$ cat src/rtl/crypt_pkg.sv
// crypt_pkg: shared widths, FSM states and per-byte round functions for the cipher cores.
package crypt_pkg;
  localparam int BYTE_W = 8;
  localparam int WORD_BYTES = 4;
  localparam int NUM_WORDS = 4;
  localparam int WORD_W = BYTE_W * WORD_BYTES;
  typedef enum logic [2:0] {W0, W1, W2, W3, DRAIN, DONE} state_t;
  function automatic logic [2:0] rot_amt(input logic kh, input logic kl);
    return {1'b0, kh, kl} + 3'd1;
  endfunction
  function automatic logic [BYTE_W-1:0] round_mask(input logic kh, input logic kl);
    return {4{kh, kl}};
  endfunction
  function automatic logic [BYTE_W-1:0] rotr8(input logic [BYTE_W-1:0] x, input logic [2:0] r);
    logic [2*BYTE_W-1:0] t;
    t = {x, x} >> r;
    return t[BYTE_W-1:0];
  endfunction
  function automatic logic [BYTE_W-1:0] rotl8(input logic [BYTE_W-1:0] x, input logic [2:0] r);
    logic [2*BYTE_W-1:0] t;
    t = {x, x} << r;
    return t[2*BYTE_W-1:BYTE_W];
  endfunction
  function automatic logic [BYTE_W-1:0] inv_round_byte(input logic [BYTE_W-1:0] x, input logic kh, input logic kl);
    return rotr8(x, rot_amt(kh, kl)) ^ round_mask(kh, kl);
  endfunction
  // Exact inverse of inv_round_byte: mask first, then rotate the other way.
  function automatic logic [BYTE_W-1:0] enc_round_byte(input logic [BYTE_W-1:0] x, input logic kh, input logic kl);
    return rotl8(x ^ round_mask(kh, kl), rot_amt(kh, kl));
  endfunction
endpackage

$ cat src/rtl/dec_stage.sv
// dec_stage: one registered inverse round over a 4-byte word, carrying its valid bit.
module dec_stage
  import crypt_pkg::*;
(
  input  logic              clk,
  input  logic              reset,
  input  logic              Enable,
  input  logic              kh,
  input  logic              kl,
  input  logic [WORD_W-1:0] in_word,
  input  logic              in_v,
  output logic [WORD_W-1:0] out_word,
  output logic              out_v
);
  logic [WORD_W-1:0] nxt;
  always_comb begin
    nxt = '0;
    for (int i = 0; i < WORD_BYTES; i++)
      nxt[BYTE_W*i +: BYTE_W] = inv_round_byte(in_word[BYTE_W*i +: BYTE_W], kh, kl);
  end
  always_ff @(posedge clk) begin
    if (reset) begin
      out_word <= '0;
      out_v <= 1'b0;
    end else if (Enable) begin
      out_word <= nxt;
      out_v <= in_v;
    end
  end
endmodule

$ cat src/rtl/pipelined_processor_dec.sv
// pipelined_processor_dec: three-stage inverse-round pipeline decrypting one 16-byte block.
module pipelined_processor_dec
  import crypt_pkg::*;
(
  input  logic       clk,
  input  logic       reset,
  input  logic       Enable,
  input  logic [7:0] a0, a1, a2, a3,
  input  logic [7:0] b0, b1, b2, b3,
  input  logic [7:0] c0, c1, c2, c3,
  input  logic [7:0] d0, d1, d2, d3,
  input  logic [9:4] key,
  output logic       finished,
  output logic [7:0] w0, w1, w2, w3,
  output logic [7:0] w4, w5, w6, w7,
  output logic [7:0] w8, w9, w10, w11,
  output logic [7:0] w12, w13, w14, w15
);
  state_t state;
  logic en, inj_v, v1, v2, v3;
  logic [WORD_W-1:0] inj, s1, s2, s3;
  logic [1:0] idx;
  logic [WORD_W-1:0] slot [NUM_WORDS];
  logic [WORD_W-1:0] res [NUM_WORDS];
  // DONE freezes the pipeline as if Enable were low.
  assign en = Enable && state != DONE;
  assign inj_v = state inside {W0, W1, W2, W3};
  always_comb begin
    inj = state == W0 ? {a3, a2, a1, a0} :
          state == W1 ? {b3, b2, b1, b0} :
          state == W2 ? {c3, c2, c1, c0} :
          state == W3 ? {d3, d2, d1, d0} : '0;
  end
  dec_stage u_d1 (.clk(clk), .reset(reset), .Enable(en), .kh(key[5]), .kl(key[4]),
                  .in_word(inj), .in_v(inj_v), .out_word(s1), .out_v(v1));
  dec_stage u_d2 (.clk(clk), .reset(reset), .Enable(en), .kh(key[7]), .kl(key[6]),
                  .in_word(s1), .in_v(v1), .out_word(s2), .out_v(v2));
  dec_stage u_d3 (.clk(clk), .reset(reset), .Enable(en), .kh(key[9]), .kl(key[8]),
                  .in_word(s2), .in_v(v2), .out_word(s3), .out_v(v3));
  always_ff @(posedge clk) begin
    if (reset) begin
      state <= W0;
      idx <= '0;
      finished <= 1'b0;
      for (int i = 0; i < NUM_WORDS; i++) begin
        slot[i] <= '0;
        res[i] <= '0;
      end
    end else if (en) begin
      state <= state == W0 ? W1 :
               state == W1 ? W2 :
               state == W2 ? W3 :
               state == W3 ? DRAIN :
               (v3 && idx == 2'd3) ? DONE : state;
      if (v3) begin
        slot[idx] <= s3;
        idx <= idx + 2'd1;
        // The last word goes straight from D3 into the published result.
        if (idx == 2'd3) begin
          finished <= 1'b1;
          for (int i = 0; i < NUM_WORDS - 1; i++) res[i] <= slot[i];
          res[NUM_WORDS-1] <= s3;
        end
      end
    end
  end
  assign w0 = res[0][7:0];
  assign w1 = res[0][15:8];
  assign w2 = res[0][23:16];
  assign w3 = res[0][31:24];
  assign w4 = res[1][7:0];
  assign w5 = res[1][15:8];
  assign w6 = res[1][23:16];
  assign w7 = res[1][31:24];
  assign w8 = res[2][7:0];
  assign w9 = res[2][15:8];
  assign w10 = res[2][23:16];
  assign w11 = res[2][31:24];
  assign w12 = res[3][7:0];
  assign w13 = res[3][15:8];
  assign w14 = res[3][23:16];
  assign w15 = res[3][31:24];
endmodule
$ cat config.mk
export PLATFORM = sky130hd
export DESIGN_NAME = pipelined_processor_dec
export DESIGN_NICKNAME = d
export VERILOG_FILES = /design/src/rtl/crypt_pkg.sv /design/src/rtl/dec_stage.sv /design/src/rtl/pipelined_processor_dec.sv
export SDC_FILE = /design/constraint.sdc
export NUM_CORES = 1
export LEC_CHECK = 0
export ABC_AREA = 1
export CAP_MARGIN = 20
export CORE_MARGIN = 4
export CORE_UTILIZATION = 25
export DETAILED_ROUTE_END_ITERATION = 8
export GPL_TIMING_DRIVEN = 0
export SETUP_SLACK_MARGIN = 0.4
export SYNTH_ARGS = -nofsm -noshare
export SYNTH_HDL_FRONTEND = slang
export SYNTH_SLANG_ARGS = --single-unit
$ cat constraint.sdc
create_clock -name clk -period 9.1 [get_ports clk]
set_input_delay 1.365 -clock clk [delete_from_list [all_inputs] [get_ports clk]]
set_output_delay 1.365 -clock clk [all_outputs]
set_load 0.1 [all_outputs]
==> results of run 1 <==
-- worst max-delay path, cell delays in order --
cell             delay, ps
clkdlybuf4s50_1        420
nand2_1                210
inv_2                  140
nand2_1                190
nor2_2                  70
nand3_1                290
clkbuf_1               530
nand2_2                670
-- sequential cells by signal (all words and copies together), names as in the netlist --
signal         flops
state              3
idx                2
finished           1
u_d3.out_v         1
res              128
u_d3.out_word     32
slot              96
u_d2.out_v         1
u_d1.out_word     32
u_d2.out_word     32
u_d1.out_v         1
-- synthesized netlist by cell type, drive strengths merged --
library cell  instances
dfxtp               105
nand2               346
a31oi                 1
nor2                294
xor2                 24
edfxtp              224
ha                    1
nand3               147
o211ai               64
inv                 327
nand4                15
a21oi                52
or2                  13
clkinv                3
clkbuf               51
o21ai               155
nand3b                2
o221ai                8
buf                  64
nor3                  1
mux2i                16
-- report_power, final --
group | internal (uW) | switching, uW
registers | 1670 | 37.5
logic | 213 | 484
clock network | 807 | 608
-- cells by family after synthesis --
kind of cell	share of synthesized area
muxes	0.01004
DFF	0.5535
adders and majority gates	0.0007842
AOI/OAI and AO/OA	0.09985
and+or+nand+nor	0.2121
buffers and inverters	0.1106
xor gates and xnor gates	0.01318
-- layout by cell type, fill, tap and decap left out, drive strengths merged, types with 2 or more instances in the layout --
| master | n |
|---|---|
| o221ai | 8 |
| dfxtp | 105 |
| o211ai | 64 |
| edfxtp | 224 |
| mux2i | 16 |
| a21oi | 52 |
| inv | 331 |
| nand2 | 346 |
| nor2 | 294 |
| clkinv | 14 |
| buf | 66 |
| diode | 2 |
| or2 | 13 |
| nand4 | 15 |
| o21ai | 155 |
| nand3b | 2 |
| clkbuf | 101 |
| nand3 | 147 |
| clkdlybuf4s50 | 260 |
| xor2 | 24 |
-- final cells by class --
class / instances / share of cell area
flip-flops and latches: 329 / 0.4241
multi-input cells: 1139 / 0.2581
repair buffers: 262 / 0.1277
inverters: 330 / 0.05969
well taps: 846 / 0.05085
clock buffers: 50 / 0.04803
plain buffers: 115 / 0.02507
clock inverters: 17 / 0.006252
diodes: 2 / 0.0002404
-- worst min-delay path by stage --
stage | cells past startpoint | start | endpoint
final | 2 | finished | finished
after global routing | 2 | finished | finished
after CTS | 2 | finished | finished
after detailed placement | 2 | finished | finished
after global placement | 2 | finished | finished
after floorplan | 2 | u_d1.out_v | u_d1.out_v
-- metal layers --
layer,global-route usage,part of all wire,vias to the layer above
li1,-,-,6760
met1,0.1730,0.42,6042
met2,0.2299,0.46,512
met3,0.03493,0.085,97
met4,0.04324,0.032,0
met5,0,0,-
-- stage by stage --
step	instances	hold WS, ps	util	power [uW]	instance area [sq um]
after global routing	3088	499.3	0.3299	3983	20810
after floorplan	1913	442.2	-	2200	15950
after detailed placement	3021	444.9	0.3120	2435	19680
after CTS	3088	454.1	0.3299	3856	20810
after global placement	3019	442.2	0.3109	2431	19610
final	3090	455.6	0.3300	3821	20820
==> metrics.txt, run 1 <==
outcome complete, no violations; DIE AREA 67,910 sq um; Unique masters post-synth 34; critical path class in2reg; insertion delay to the later sink of the worst-skew pair 550 ps; CTS resizes 0; Net Count, Synth 2,051; FP Rows 92; Tcrit/Tclk final 0.4236; Antenna Violating Nets Remaining 0; drt pass-1 iters 7; footprint of the multi-input gates 5371 sq um; Yosys top cell area share 0.4217; Clock Tree Buf Depth 3; total global routing overflow 0; via count 13,411; synth top area cells edfxtp_1 (42%), dfxtp_1 (13%), nand2_1 (8.1%); Worst R2R End slot[1][11]; Yosys warnings 0; CP required 9170 ps; htree depth 2; Final Critical Period 3855 ps; cell area after synthesis 15,950 sq um; Ports 266; setup bufs post-CTS 0; post-synthesis instance total 1,913; DP HPWL 36,640 microns; Max-Cap Viols 0; post-route setup slack roughly 5200 ps; Seq/Total Area, Yosys 0.5535; Core ar. 63,080 sq um; Root Driver clkbuf_16; CTS tree yes; Die Y roughly 260 microns; Worst Path Max Fanout 32; Slew headroom 0.2820; first-pass GRT wire length 72,710 microns; R2R depth 10; RR Startpoint state[1]; area leader, netlist edfxtp_1; Critical Path Start Enable; largest net degree at the start of global routing 67; vias in the first global route 12,802; CP endpoint kind flop; Worst-path clk slew 60 ps; DRC 0; WL final 47,870 microns; Die X roughly 260 microns; TritonCTS buffer count 37; GRT Total Usage 0.1369; PD cells ~180 nW/um^2; Peak supply drop roughly 0.11 mV; setup violators final 0; worst endpoint data arrival time 3920 ps; syn_area_per_cell 8.338 sq um; register area 8828 sq um; DP Worst Slack 4538 ps; RSZ-0062 raised after global routing false; P&R area growth vs syn 30.49%; Clock Sink Count between 300 and 400; startpoint types primary input; initial core utilization 0.2529; initial DRC count 1,186; # hold bufs at CTS 0; fin nets 2,352; Final Hold Fails 0; Critical Path End slot[1][11]; TNS Setup 0 ps; layout cells sized above 1 0.05932; initial antenna violation count 2; IO buf count between 200 and 300; clk_skew 27.50 ps; Max Freq 259.4 MHz; reg2reg setup slack 5770 ps; fillers roughly 6,700; GP Congestion 0.8984; Slew @ Worst Pin about 1100 ps; FF+latch count, synth 329; Worst Hold Class reg2reg; Slew Viols, Final 0; P_leak a little under 0.009 uW; routed wire length per instance roughly 15 microns; DR vias/cell 4.340
Power figures use the tool's default switching activity.
==> inputs of run 2 (changes only) <==
==> constraint.sdc (replaced) <==
create_clock -name clk -period 4 [get_ports clk]
set_input_delay 0.6 -clock clk [delete_from_list [all_inputs] [get_ports clk]]
set_output_delay 0.6 -clock clk [all_outputs]
set_load 0.1 [all_outputs]
==> run 2 against run 1 <==
- clock skew fell by 8.6 ps
- wire length up 0.23%
- sequential share of layout area shrank 0.20 points
- critical path depth up 5
- global-route usage grew 0.17 points
- non-clock buffer count grew 2
- highest routed layer unchanged
==> metrics.txt, run 2 (same netlist as run 1, synthesis figures left out) <==
Max Freq 315.3 MHz; largest net degree at the start of global routing 115; WL final ~48,000 microns; DRC 0; TritonCTS buffer count 36; initial DRC count ~1,000; Worst-path clk slew 60 ps; CTS tree yes; hold_sp finished; GRT Total Usage 0.1386; Root Driver clkbuf_16; hold path depth 2; Antenna Violating Nets Remaining 0; vias in the first global route 12,841; CP required 4250 ps; Slew Viols, Final 0; # hold bufs at CTS 0; TNS Setup 0 ps; Die X 260.6 microns; fin area 20,910 sq um; startpoint types flop; IO buf count 260; CTS resizes 0; Slew headroom 0.2932; DP HPWL ~36,000 microns; RSZ-0062 raised after global routing false; top flop regs res x128, slot x96; Die Y 260.6 microns; Max-Cap Viols 0; drt pass-1 iters 5; fillers 6,687; Final Critical Period 3172 ps; layout cells sized above 1 0.05930; clk_skew around 19 ps; setup violators final 0; FP Rows 92; RR Startpoint state[1]; first-pass GRT wire length 73,620 microns; worst endpoint data arrival time 3420 ps; WHS Endpoint finished; max FFs per register 128; Worst Path Max Fanout 21; Final Util 0.3315; Core ar. 63,080 sq um; R2R depth 13; DIE AREA about 68,000 sq um; Ports about 270; outcome complete, no violations; Worst R2R End slot[2][18]; CP endpoint kind flop; register area approximately 9000 sq um; routed wire length per instance between 15 and 20 microns; most common cell after layout, fill and taps aside nand2_1; PD cells 421.1 nW/um^2; initial antenna violation count 2; htree depth 2; critical path class reg2reg; Critical Path Start state[1]; DR vias/cell 4.348; reg2reg setup slack 830 ps; Final Hold Fails 0; initial core utilization 0.2529; P_leak between 0.008 and 0.009 uW; Clock Sink Count 329; P&R area growth vs syn 31.09%; Pwr Total 8805 uW; footprint of the multi-input gates 5380 sq um; setup bufs post-CTS 0; Clock Tree Buf Depth 3; commonest non-fill, non-tap cells in the layout nand2_1 (340), inv_1 (309), nor2_1 (291); post-route setup slack a little over 800 ps; GP Congestion 0.9095; Worst Hold Class reg2reg; Slew @ Worst Pin 1057 ps; Tcrit/Tclk final 0.7929; fin nets 2,353; insertion delay to the later sink of the worst-skew pair 550 ps; Biggest register res; DP Worst Slack 454.9 ps; total global routing overflow 0; placed cell areas 19,730 sq um; Peak supply drop 0.2968 mV; via count 13,440
==> run 2: where the power goes <==
part           leakage [uW]  switching (uW)  internal, uW  total [uW]
sequential          0.00318            85.3          3800        3880
clock              0.000570            1380          1940        3330
combinational       0.00505            1100           491        1590
==> run 2: per-layer routing <==
metal	vias up	global-route usage	wire length (microns)
li1	6755	-	-
met2	485	0.2371	22560
met5	-	0	0
met4	0	0.04100	1395
met3	82	0.03290	3938
met1	6118	0.1742	20090
==> run 2: worst max-delay path, stage by stage (launching register included) <==
cell and delay [ps]:
dfxtp_1 310, buf_4 190, inv_4 70, nand3_1 140
nand2_1 210, inv_2 210, nand2_1 170, nor2_2 160
inv_1 70, nor2_1 120, nand2_1 190, buf_2 250
nand2_1 520, buf_16 240
==> run 2: worst max-delay path by stage <==
stage / endpoint / slack [ps] / cells after the start
2_1_floorplan: res[0][0] / 840 / 4
3_3_place_gp: res[3][15] / -450 / 5
3_5_place_dp: slot[2][8] / 450 / 11
4_1_cts: slot[2][18] / 780 / 13
5_1_grt: slot[2][21] / 530 / 13
6_report: slot[2][18] / 830 / 13
==> run 2: layout make-up <==
type	instances	area share
Sequential cell	329	0.4222
Multi-Input combinational cell	1139	0.2573
Timing Repair Buffer	264	0.1290
Inverter	330	0.05941
Tap cell	846	0.05062
Clock buffer	49	0.04691
Buffer	115	0.02495
Clock inverter	17	0.009394
Antenna cell	2	0.0002393
==> run 2: metrics by stage <==
step,std cells,hold slack (ps)
detailed placement,3023,456.3
global placement,3019,440.6
finish,3091,463.2
floorplan,1913,442.2
global route,3089,491.8
CTS,3089,465.4
==> inputs of run 3 (changes only) <==
==> constraint.sdc (replaced) <==
create_clock -name clk -period 2.6 [get_ports clk]
set_input_delay 0.39 -clock clk [delete_from_list [all_inputs] [get_ports clk]]
set_output_delay 0.39 -clock clk [all_outputs]
set_load 0.1 [all_outputs]
==> run 3 against run 2 <==
- first-iteration DRC count up 3.8%
- core utilization rose by 0.33 points
- critical path depth decreased by 12
- sequential cell count unchanged
- critical path type is now reg2out
==> metrics.txt, run 3 (same netlist as run 1, synthesis figures left out) <==
CP required 2210 ps; Core ar. 63,080 sq um; outcome complete, no violations; initial antenna violation count 1; GP Congestion 0.9026; fin nets between 2,000 and 2,500; register area 8831 sq um; fin area 21,120 sq um; CP max-delay cell dlygate4sd2_1; htree depth 2; Worst Path Max Fanout 1; Peak supply drop 0.3624 mV; initial core utilization 0.2529; Clock Tree Buf Depth 3; Sw Pwr 3932 uW; Int Power 9529 uW; first-pass GRT wire length 74,300 microns; Worst Hold Class in2reg; total global routing overflow 0; max FFs per register 128; Die X around 260 microns; vias in the first global route 12,830; Pwr Total 13,460 uW; drt pass-1 iters 5; TNS Setup 0 ps; Clock Power Share 0.374; DIE AREA 67,910 sq um; switching share of power 0.2921; Worst-path clk slew 60 ps; Final Util 0.3348; RSZ-0062 raised after global routing true; power share of the sequential group 0.444; initial DRC count 1,039; DR vias/cell 4.344; FP Rows 92; DP Worst Slack -845.6 ps; Slew Viols, Final 0; hold_sp key[5]; commonest non-fill, non-tap cells in the layout nand2_1 (334), inv_1 (309), nor2_1 (287); setup violators final 0; crit-path cells dlygate4sd2_1; P_leak 0.009212 uW; Ports 266; Die Y roughly 260 microns; Clock Sink Count 329; startpoint types flop; post-route setup slack 444.6 ps; GRT Total Usage 0.1408; insertion delay to the later sink of the worst-skew pair 550 ps; critical path class reg2out; worst endpoint data arrival time 1770 ps; WL final 48,850 microns; Comb pwr share 0.182; Buf/Inv on CP 1; footprint of the multi-input gates between 5000 and 6000 sq um; clk_skew 20.59 ps; fillers 6,688; Tcrit/Tclk final 0.8290; RR Startpoint state[1]; CTS tree yes; largest net degree at the start of global routing 33; Final Hold Fails 0; cell family with most CP delay buffers and inverters; Antenna Violating Nets Remaining 0; Slew @ Worst Pin 1024 ps; Max Freq 463.9 MHz; IO buf count 260; CP endpoint kind primary output; placed cell areas 19,640 sq um; crit-path max cell delay around 860 ps; TritonCTS buffer count 37; # hold bufs at CTS 0; Slew headroom 0.3199; PD cells 637.3 nW/um^2; Root Driver clkbuf_16; top flop regs res x128, slot x96; routed wire length per instance 15.76 microns; DRC 0; DP HPWL 36,210 microns; via count 13,461; Final Critical Period 2155 ps; Max-Cap Viols 0; Critical Path Start res[2][5]; most common cell after layout, fill and taps aside nand2_1; Biggest register res; layout cells sized above 1 0.07993; P&R area growth vs syn 32.41%
[run 3: changes by cell type in the layout (fill, tap and decap cells not counted), sizes merged]
cell           delta
buf              -14
clkdlybuf4s50   -129
dlygate4sd2      +95
inv               -3
diode             -1
clkinvlp          -1
clkdlybuf4s15    +29
clkbuf           +18
nand2            +10
clkinv            +4
[run 3: routing by layer]
metal	vias to the layer above	GRT usage	wire length, microns
met1	6080	0.1786	20530
met2	512	0.2436	23390
met4	0	0.04011	1264
li1	6798	-	-
met3	71	0.02824	3660
met5	-	0	0
[run 3: stage by stage]
step	instances	hold WS [ps]
2_1_floorplan	1913	442.2
3_3_place_gp	3019	440.6
3_5_place_dp	3019	452.2
4_1_cts	3093	394.1
5_1_grt	3098	454.4
6_report	3099	426.3
[run 3: what timing repair did]
item | in CTS | in global routing
pin swaps | 3 | 2
buffers inserted | 1 | 4
gates cloned | 9 | 1
setup endpoints to repair | 599 | 224
gates resized for setup | 201 | 58
hold endpoints to repair | 0 | 0
[run 3: layout make-up]
cell class / count / share of cell area
Sequential cell: 329 / 0.4181
Multi-Input combinational cell: 1149 / 0.2702
Timing Repair Buffer: 265 / 0.1184
Inverter: 330 / 0.05930
Tap cell: 846 / 0.05012
Clock buffer: 47 / 0.04609
Buffer: 115 / 0.02903
Clock inverter: 17 / 0.008649
Antenna cell: 1 / 0.0001185
[run 3: path summary, 6_finish.rpt]
check                                   endpoint  depth (start not counted)  slack [ps]
worst max-delay path                       w8[5]                          1         440
worst min-delay path            u_d1.out_word[0]                          6         430
worst max register to register        res[2][16]                         11         490
worst min register to register          finished                          2         460
[run 3: power groups by stage]
stage / Combinational [uW] / Sequential (uW) / Clock [uW]
2_1_floorplan: 1130 / 6560 / 0
3_3_place_gp: 2400 / 6090 / 0
3_5_place_dp: 2420 / 6090 / 0
4_1_cts: 2430 / 5980 / 5160
5_1_grt: 2690 / 6000 / 5370
6_report: 2450 / 5980 / 5040
